**config.mk**
```make
export PLATFORM = sky130hd
export DESIGN_NAME = jitdom_btb
export DESIGN_NICKNAME = d
export VERILOG_FILES = /design/src/rtl/jitdom_btb_pkg.sv /design/src/rtl/jitdom_btb.sv
export SDC_FILE = /design/constraint.sdc
export NUM_CORES = 2
export LEC_CHECK = 0
export CAP_MARGIN = 20
export CELL_PAD_IN_SITES_DETAIL_PLACEMENT = 1
export CELL_PAD_IN_SITES_GLOBAL_PLACEMENT = 1
export CORE_MARGIN = 5
export CORE_UTILIZATION = 25
export CTS_BUF_LIST = sky130_fd_sc_hd__clkbuf_4 sky130_fd_sc_hd__clkbuf_8
export CTS_CLUSTER_DIAMETER = 60
export DETAILED_ROUTE_END_ITERATION = 10
export PLACE_DENSITY_LB_ADDON = 0.1
export SYNTH_ARGS = -nofsm -noshare
export SYNTH_HDL_FRONTEND = slang
export SYNTH_SLANG_ARGS = --single-unit
export TNS_END_PERCENT = 10
```
**constraint.sdc**
```tcl
create_clock -name clk_i -period 102.6 [get_ports clk_i]
set_input_delay 30.78 -clock clk_i [delete_from_list [all_inputs] [get_ports clk_i]]
set_output_delay 30.78 -clock clk_i [all_outputs]
set_load 0.005 [all_outputs]
```
**src/rtl/jitdom_btb_pkg.sv**
```systemverilog
// Shared types and helpers for the domain-tagged BTB.
// Macro JITDOM_BTB_DOMCHECK_EN adds a source-domain field to each entry.
package jitdom_btb_pkg;

    localparam int unsigned VLEN           = 39;
    localparam int unsigned DOM_BITS       = 2;
    localparam int unsigned BTB_NR_ENTRIES = 32;
    localparam int unsigned BTB_TAG_BITS   = 12;
    localparam int unsigned BTB_IDX_LSB    = 1;

    typedef logic [DOM_BITS-1:0] dmp_domain_t;

    typedef enum logic [2:0] {
        NoCF   = 3'd0,
        Branch = 3'd1,
        Jump   = 3'd2,
        JumpR  = 3'd3,
        Return = 3'd4
    } cf_t;

    typedef struct packed {
        logic            valid;
        logic [VLEN-1:0] pc;
        logic [VLEN-1:0] target_address;
        logic            is_mispredict;
        cf_t             cf_type;
        dmp_domain_t     expdom;
    } bp_resolve_t;

    typedef struct packed {
        logic                    valid;
        logic [BTB_TAG_BITS-1:0] tag;
        logic [VLEN-1:0]         target;
        dmp_domain_t             expdom;
`ifdef JITDOM_BTB_DOMCHECK_EN
        dmp_domain_t             srcdom;
`endif
    } jitdom_btb_entry_t;

    function automatic logic op_is_regjump(input cf_t cf);
        return cf == JumpR;
    endfunction

    // A resolution trains the BTB only for a mispredicted register jump outside debug/flush.
    function automatic logic btb_upd_qualify(input bp_resolve_t res, input logic debug_mode,
                                             input logic flush);
        return res.valid && res.is_mispredict && op_is_regjump(res.cf_type)
               && !debug_mode && !flush;
    endfunction

    function automatic int unsigned btb_index(input logic [VLEN-1:0] vpc,
                                              input int unsigned idx_lsb,
                                              input int unsigned nr_entries);
        return 32'(vpc >> idx_lsb) & (nr_entries - 32'd1);
    endfunction

    function automatic logic [BTB_TAG_BITS-1:0] btb_tag(input logic [VLEN-1:0] vpc,
                                                        input int unsigned tag_lsb,
                                                        input int unsigned tag_bits);
        logic [63:0] mask;
        mask = (64'd1 << tag_bits) - 64'd1;
        return BTB_TAG_BITS'(64'(vpc >> tag_lsb) & mask);
    endfunction

endpackage

```
**src/rtl/jitdom_btb.sv**
```systemverilog
// Direct-mapped BTB predicting register-jump targets and their expected domain.
// Macro JITDOM_BTB_DOMCHECK_EN adds curdom_i and a source-domain match on hit.
module jitdom_btb
    import jitdom_btb_pkg::*;
#(
    parameter int unsigned NR_ENTRIES = BTB_NR_ENTRIES,
    parameter int unsigned TAG_BITS   = BTB_TAG_BITS,
    parameter int unsigned IDX_LSB    = BTB_IDX_LSB
) (
    input  logic            clk_i,
    input  logic            rst_i,
    input  logic            flush_i,
    input  logic            debug_mode_i,
    input  logic            lookup_valid_i,
    input  logic [VLEN-1:0] vpc_i,
    input  bp_resolve_t     resolved_branch_i,
`ifdef JITDOM_BTB_DOMCHECK_EN
    input  dmp_domain_t     curdom_i,
`endif
    output logic            pred_valid_o,
    output logic [VLEN-1:0] pred_target_o,
    output dmp_domain_t     pred_expdom_o
);

    localparam int unsigned IDX_W   = $clog2(NR_ENTRIES);
    localparam int unsigned TAG_LSB = IDX_LSB + IDX_W;

    typedef struct packed {
        logic                    valid;
        logic [IDX_W-1:0]        idx;
        logic [BTB_TAG_BITS-1:0] tag;
        logic [VLEN-1:0]         target;
        dmp_domain_t             expdom;
`ifdef JITDOM_BTB_DOMCHECK_EN
        dmp_domain_t             srcdom;
`endif
    } upd_t;

    jitdom_btb_entry_t [NR_ENTRIES-1:0] arr_q;
    upd_t                               upd_q;
    upd_t                               upd_d;
    jitdom_btb_entry_t                  wr_entry;
    jitdom_btb_entry_t                  lk_entry;
    logic [IDX_W-1:0]                   lk_idx;
    logic [BTB_TAG_BITS-1:0]            lk_tag;
    logic                               hit;

    // Stage-1 capture of a qualifying resolution; bit 0 of the target is dropped here.
    always_comb begin
        upd_d        = '0;
        upd_d.valid  = btb_upd_qualify(resolved_branch_i, debug_mode_i, flush_i);
        upd_d.idx    = IDX_W'(btb_index(resolved_branch_i.pc, IDX_LSB, NR_ENTRIES));
        upd_d.tag    = btb_tag(resolved_branch_i.pc, TAG_LSB, TAG_BITS);
        upd_d.target = resolved_branch_i.target_address & ~VLEN'(1);
        upd_d.expdom = resolved_branch_i.expdom;
`ifdef JITDOM_BTB_DOMCHECK_EN
        upd_d.srcdom = curdom_i;
`endif
    end

    always_comb begin
        wr_entry        = '0;
        wr_entry.valid  = 1'b1;
        wr_entry.tag    = upd_q.tag;
        wr_entry.target = upd_q.target;
        wr_entry.expdom = upd_q.expdom;
`ifdef JITDOM_BTB_DOMCHECK_EN
        wr_entry.srcdom = upd_q.srcdom;
`endif
    end

    // Lookup with write-first forwarding from the pending update.
    always_comb begin
        lk_idx   = IDX_W'(btb_index(vpc_i, IDX_LSB, NR_ENTRIES));
        lk_tag   = btb_tag(vpc_i, TAG_LSB, TAG_BITS);
        lk_entry = arr_q[lk_idx];
        if (upd_q.valid && (upd_q.idx == lk_idx)) begin
            lk_entry = wr_entry;
        end
        hit = lk_entry.valid && (lk_entry.tag == lk_tag) && !flush_i;
`ifdef JITDOM_BTB_DOMCHECK_EN
        if (lk_entry.srcdom != curdom_i) begin
            hit = 1'b0;
        end
`endif
    end

    always_ff @(posedge clk_i or posedge rst_i) begin
        if (rst_i) begin
            arr_q <= '0;
            upd_q <= '0;
        end else if (flush_i) begin
            for (int i = 0; i < int'(NR_ENTRIES); i++) begin
                arr_q[i].valid <= 1'b0;
            end
            upd_q.valid <= 1'b0;
        end else begin
            if (upd_q.valid) begin
                arr_q[upd_q.idx] <= wr_entry;
            end
            upd_q <= upd_d;
        end
    end

    // Prediction register; target/expdom hold while no lookup is presented.
    always_ff @(posedge clk_i or posedge rst_i) begin
        if (rst_i) begin
            pred_valid_o  <= 1'b0;
            pred_target_o <= '0;
            pred_expdom_o <= '0;
        end else begin
            pred_valid_o <= lookup_valid_i && hit;
            if (lookup_valid_i) begin
                pred_target_o <= lk_entry.target;
                pred_expdom_o <= lk_entry.expdom;
            end
        end
    end

endmodule
```
==> reports/results.ini <==
[synthesis]
yosys.area.top_type_share_pct=55.70
synth_area_sq_um=80640
synth_top_flop_cell=dfrtp_1
postSynthCellCount=4988
async_reset_ff_share_pct=100.0
yosysUniqueCellTypes=52
yosysTopAreaCell=dfrtp_1
syn_area_per_cell_sq_um=16.17
synth.area.top_cells=dfrtp_1 56%, mux2_2 24%, mux4_2 14%
synth_nets=5117
ys_seq_area_share_pct=55.70
synth-seq-cells=1795
yosysWarnings=0
synth_edf_count=0

[critical_path]
critPathKind=input port to async pin
cp_max_fo=110
cp-end-kind=async pin
startpoint=rst_i
worstSetupStartpointType=input port
timing.rr.start=upd_q[53]
crit_required_ns=103.61
arrival_ns=36.55

[routing]
via_count=45780
avgViaCountPerCell=4.708
drt_iter0_drc=2109
drtAntennaViolNets=0
wl_um=277400
first_pass_iters=4
drcViolationCount=0
wire_per_inst_um=28.53

[cells_and_area]
final_common_cell=dfrtp_1
layout-drive-gt1-share_pct=56.74
finalInstanceArea_sq_um=94600
most-common-layout-cells=1795 x dfrtp_1, 1754 x mux2_2, 489 x mux4_2
nets=5271
syn_to_final_growth_pct=17.31
fillers=33410
multiInputGateArea_sq_um=33860
register_area_sq_um=44920

[global_route]
grt_pass1_wl_um=402400
grt_max_degree=174
grt_usage_pct=16.62
grt_pass1_vias=51780
antenna_found_initial=11
grt_remaining_overflow=0

[timing]
min_period_ns=35.53
skew_ns=0.06579
max-slew-margin-rel_pct=22.72
setup_viol=0
whs_ns=0.4758
maxSlewViolCount=0
period_share_pct=34.63
rsz0062_at_grt=no
finalSetupTns_ns=0
tightest_slew_ns=1.159
fmax_mhz=28.14
hold_viol=0

[placed_design]
place_area_sq_um=86690
place.gp.congestion=0.6798
io_buffers=124
dp_hpwl_um=147900

[clocking]
cts_tree=yes
cts.clk_slew.worst_paths_ns=0.05
cts.sinks=1795
cts_buffers=358
max-clock-path-buffers=4
cts_resized=0
clock-root-buffer=clkbuf_8
cts_post_setup_buffers_inserted=0
clk_latency_ns=1.05
hold_buffers=0
htreeDepth=5

[hold_path]
min_from=arr_q[1403]
hold_path_class=flip-flop to flip-flop

[floorplan]
initial_core_util_pct=25.11
dieHeight_um=577.9
io_pins=171
num_rows=208
die-area_sq_um=334000
die_x_um=577.9
core_region_area_sq_um=321100

[power]
p_leak_nw=44.86
power_density_nw_per_um2=16.84
ir_drop_uv=9.817

[flow_run]
drv_cap=0

[run_status]
status=complete, no violations

## report_power, final
part           internal, mW  switching [mW]  leakage, nW
combinational        0.0252          0.0533         15.8
clock                 0.451           0.336         4.07
sequential            0.715          0.0122         24.9
total                  1.19           0.402         44.9
## synth_stat cells, types with 2 or more instances
cell type  number
buf_1          25
mux2i_1        85
o22ai_1         3
inv_1          22
dfrtp_1      1795
nand2_1       105
nand3_1        17
nand4_1         8
a221oi_1        8
nor3b_1         2
a31oi_1         3
nor2b_1         7
mux4_2        489
nor4_1          4
or2_2           4
buf_6          13
o21ai_1        42
xnor2_1        12
clkbuf_1      388
o31ai_1         2
xor2_1         15
o21ai_0        36
nand3b_1        3
a21o_1         16
o2111ai_1       3
a22oi_1         5
a32oi_1         3
buf_2          29
a21oi_1         7
nor2_1         26
and2_0          2
o211ai_1        2
and2_1          2
mux2_2       1754
nor3_1          6
a311oi_1        4
and3_1          4
buf_4          23
## sequential cells by signal, summed over array words and instances (netlist names)
name	count
pred_valid_o	1
pred_target_o	38
pred_expdom_o	2
upd_q	58
arr_q	1696
## metrics by stage
step	total power [mW]	utilization, %	cells	setup WS (ns)
floorplan	0.7864	-	4988	21.14
global placement	0.8179	26.96	9074	65.51
detailed placement	0.8193	26.99	9079	65.44
CTS	1.629	29.38	9709	66.63
global route	1.667	29.46	9722	66.13
finish	1.593	29.46	9724	67.07
## logic make-up after synthesis
group | share of synthesized area, %
other | 0.004650
AND/OR/NAND/NOR | 1.080
flip-flops | 55.70
AO/OA/AOI/OAI | 1.083
XOR/XNOR | 0.2933
multiplexers | 39.21
buffers and inverters | 2.630
## per-layer routing
layer  up-vias  routed length, um  global-route usage [%]
met5         -                  8                       0
met4         2               7496                   4.447
met3       459               8142                   2.286
met2       732             131100                   26.91
met1     25640             130700                   23.40
li1      18950                  -                       -
## path summary, 6_finish.rpt
path / end / slack [ns] / cells after the start
min: arr_q[1403] / 0.48 / 1
min in group asynchronous: upd_q[13] / 30.23 / 2
max reg2reg: pred_target_o[12] / 98.90 / 6
max in group clk_i: pred_target_o[16] / 67.91 / 9
min reg2reg: arr_q[1403] / 0.48 / 1
max: upd_q[49] / 67.07 / 8
## layout make-up
cell class / instances / area share [%]
antenna: 7 / 0.01852
clock buffer: 583 / 7.622
clock inverter: 47 / 0.4933
inverter: 23 / 0.1124
multi-input combinational: 2691 / 35.79
sequential: 1795 / 47.48
tap: 4305 / 5.694
timing repair buffer: 273 / 2.789
## worst max-delay path: stages
cell	delay, ns
clkdlybuf4s50_1	0.49
inv_8	0.50
buf_4	0.83
buf_4	0.76
buf_4	0.58
buf_4	0.65
buf_4	0.84
buf_4	0.89
No activity file was read; power rests on OpenSTA's default activity.
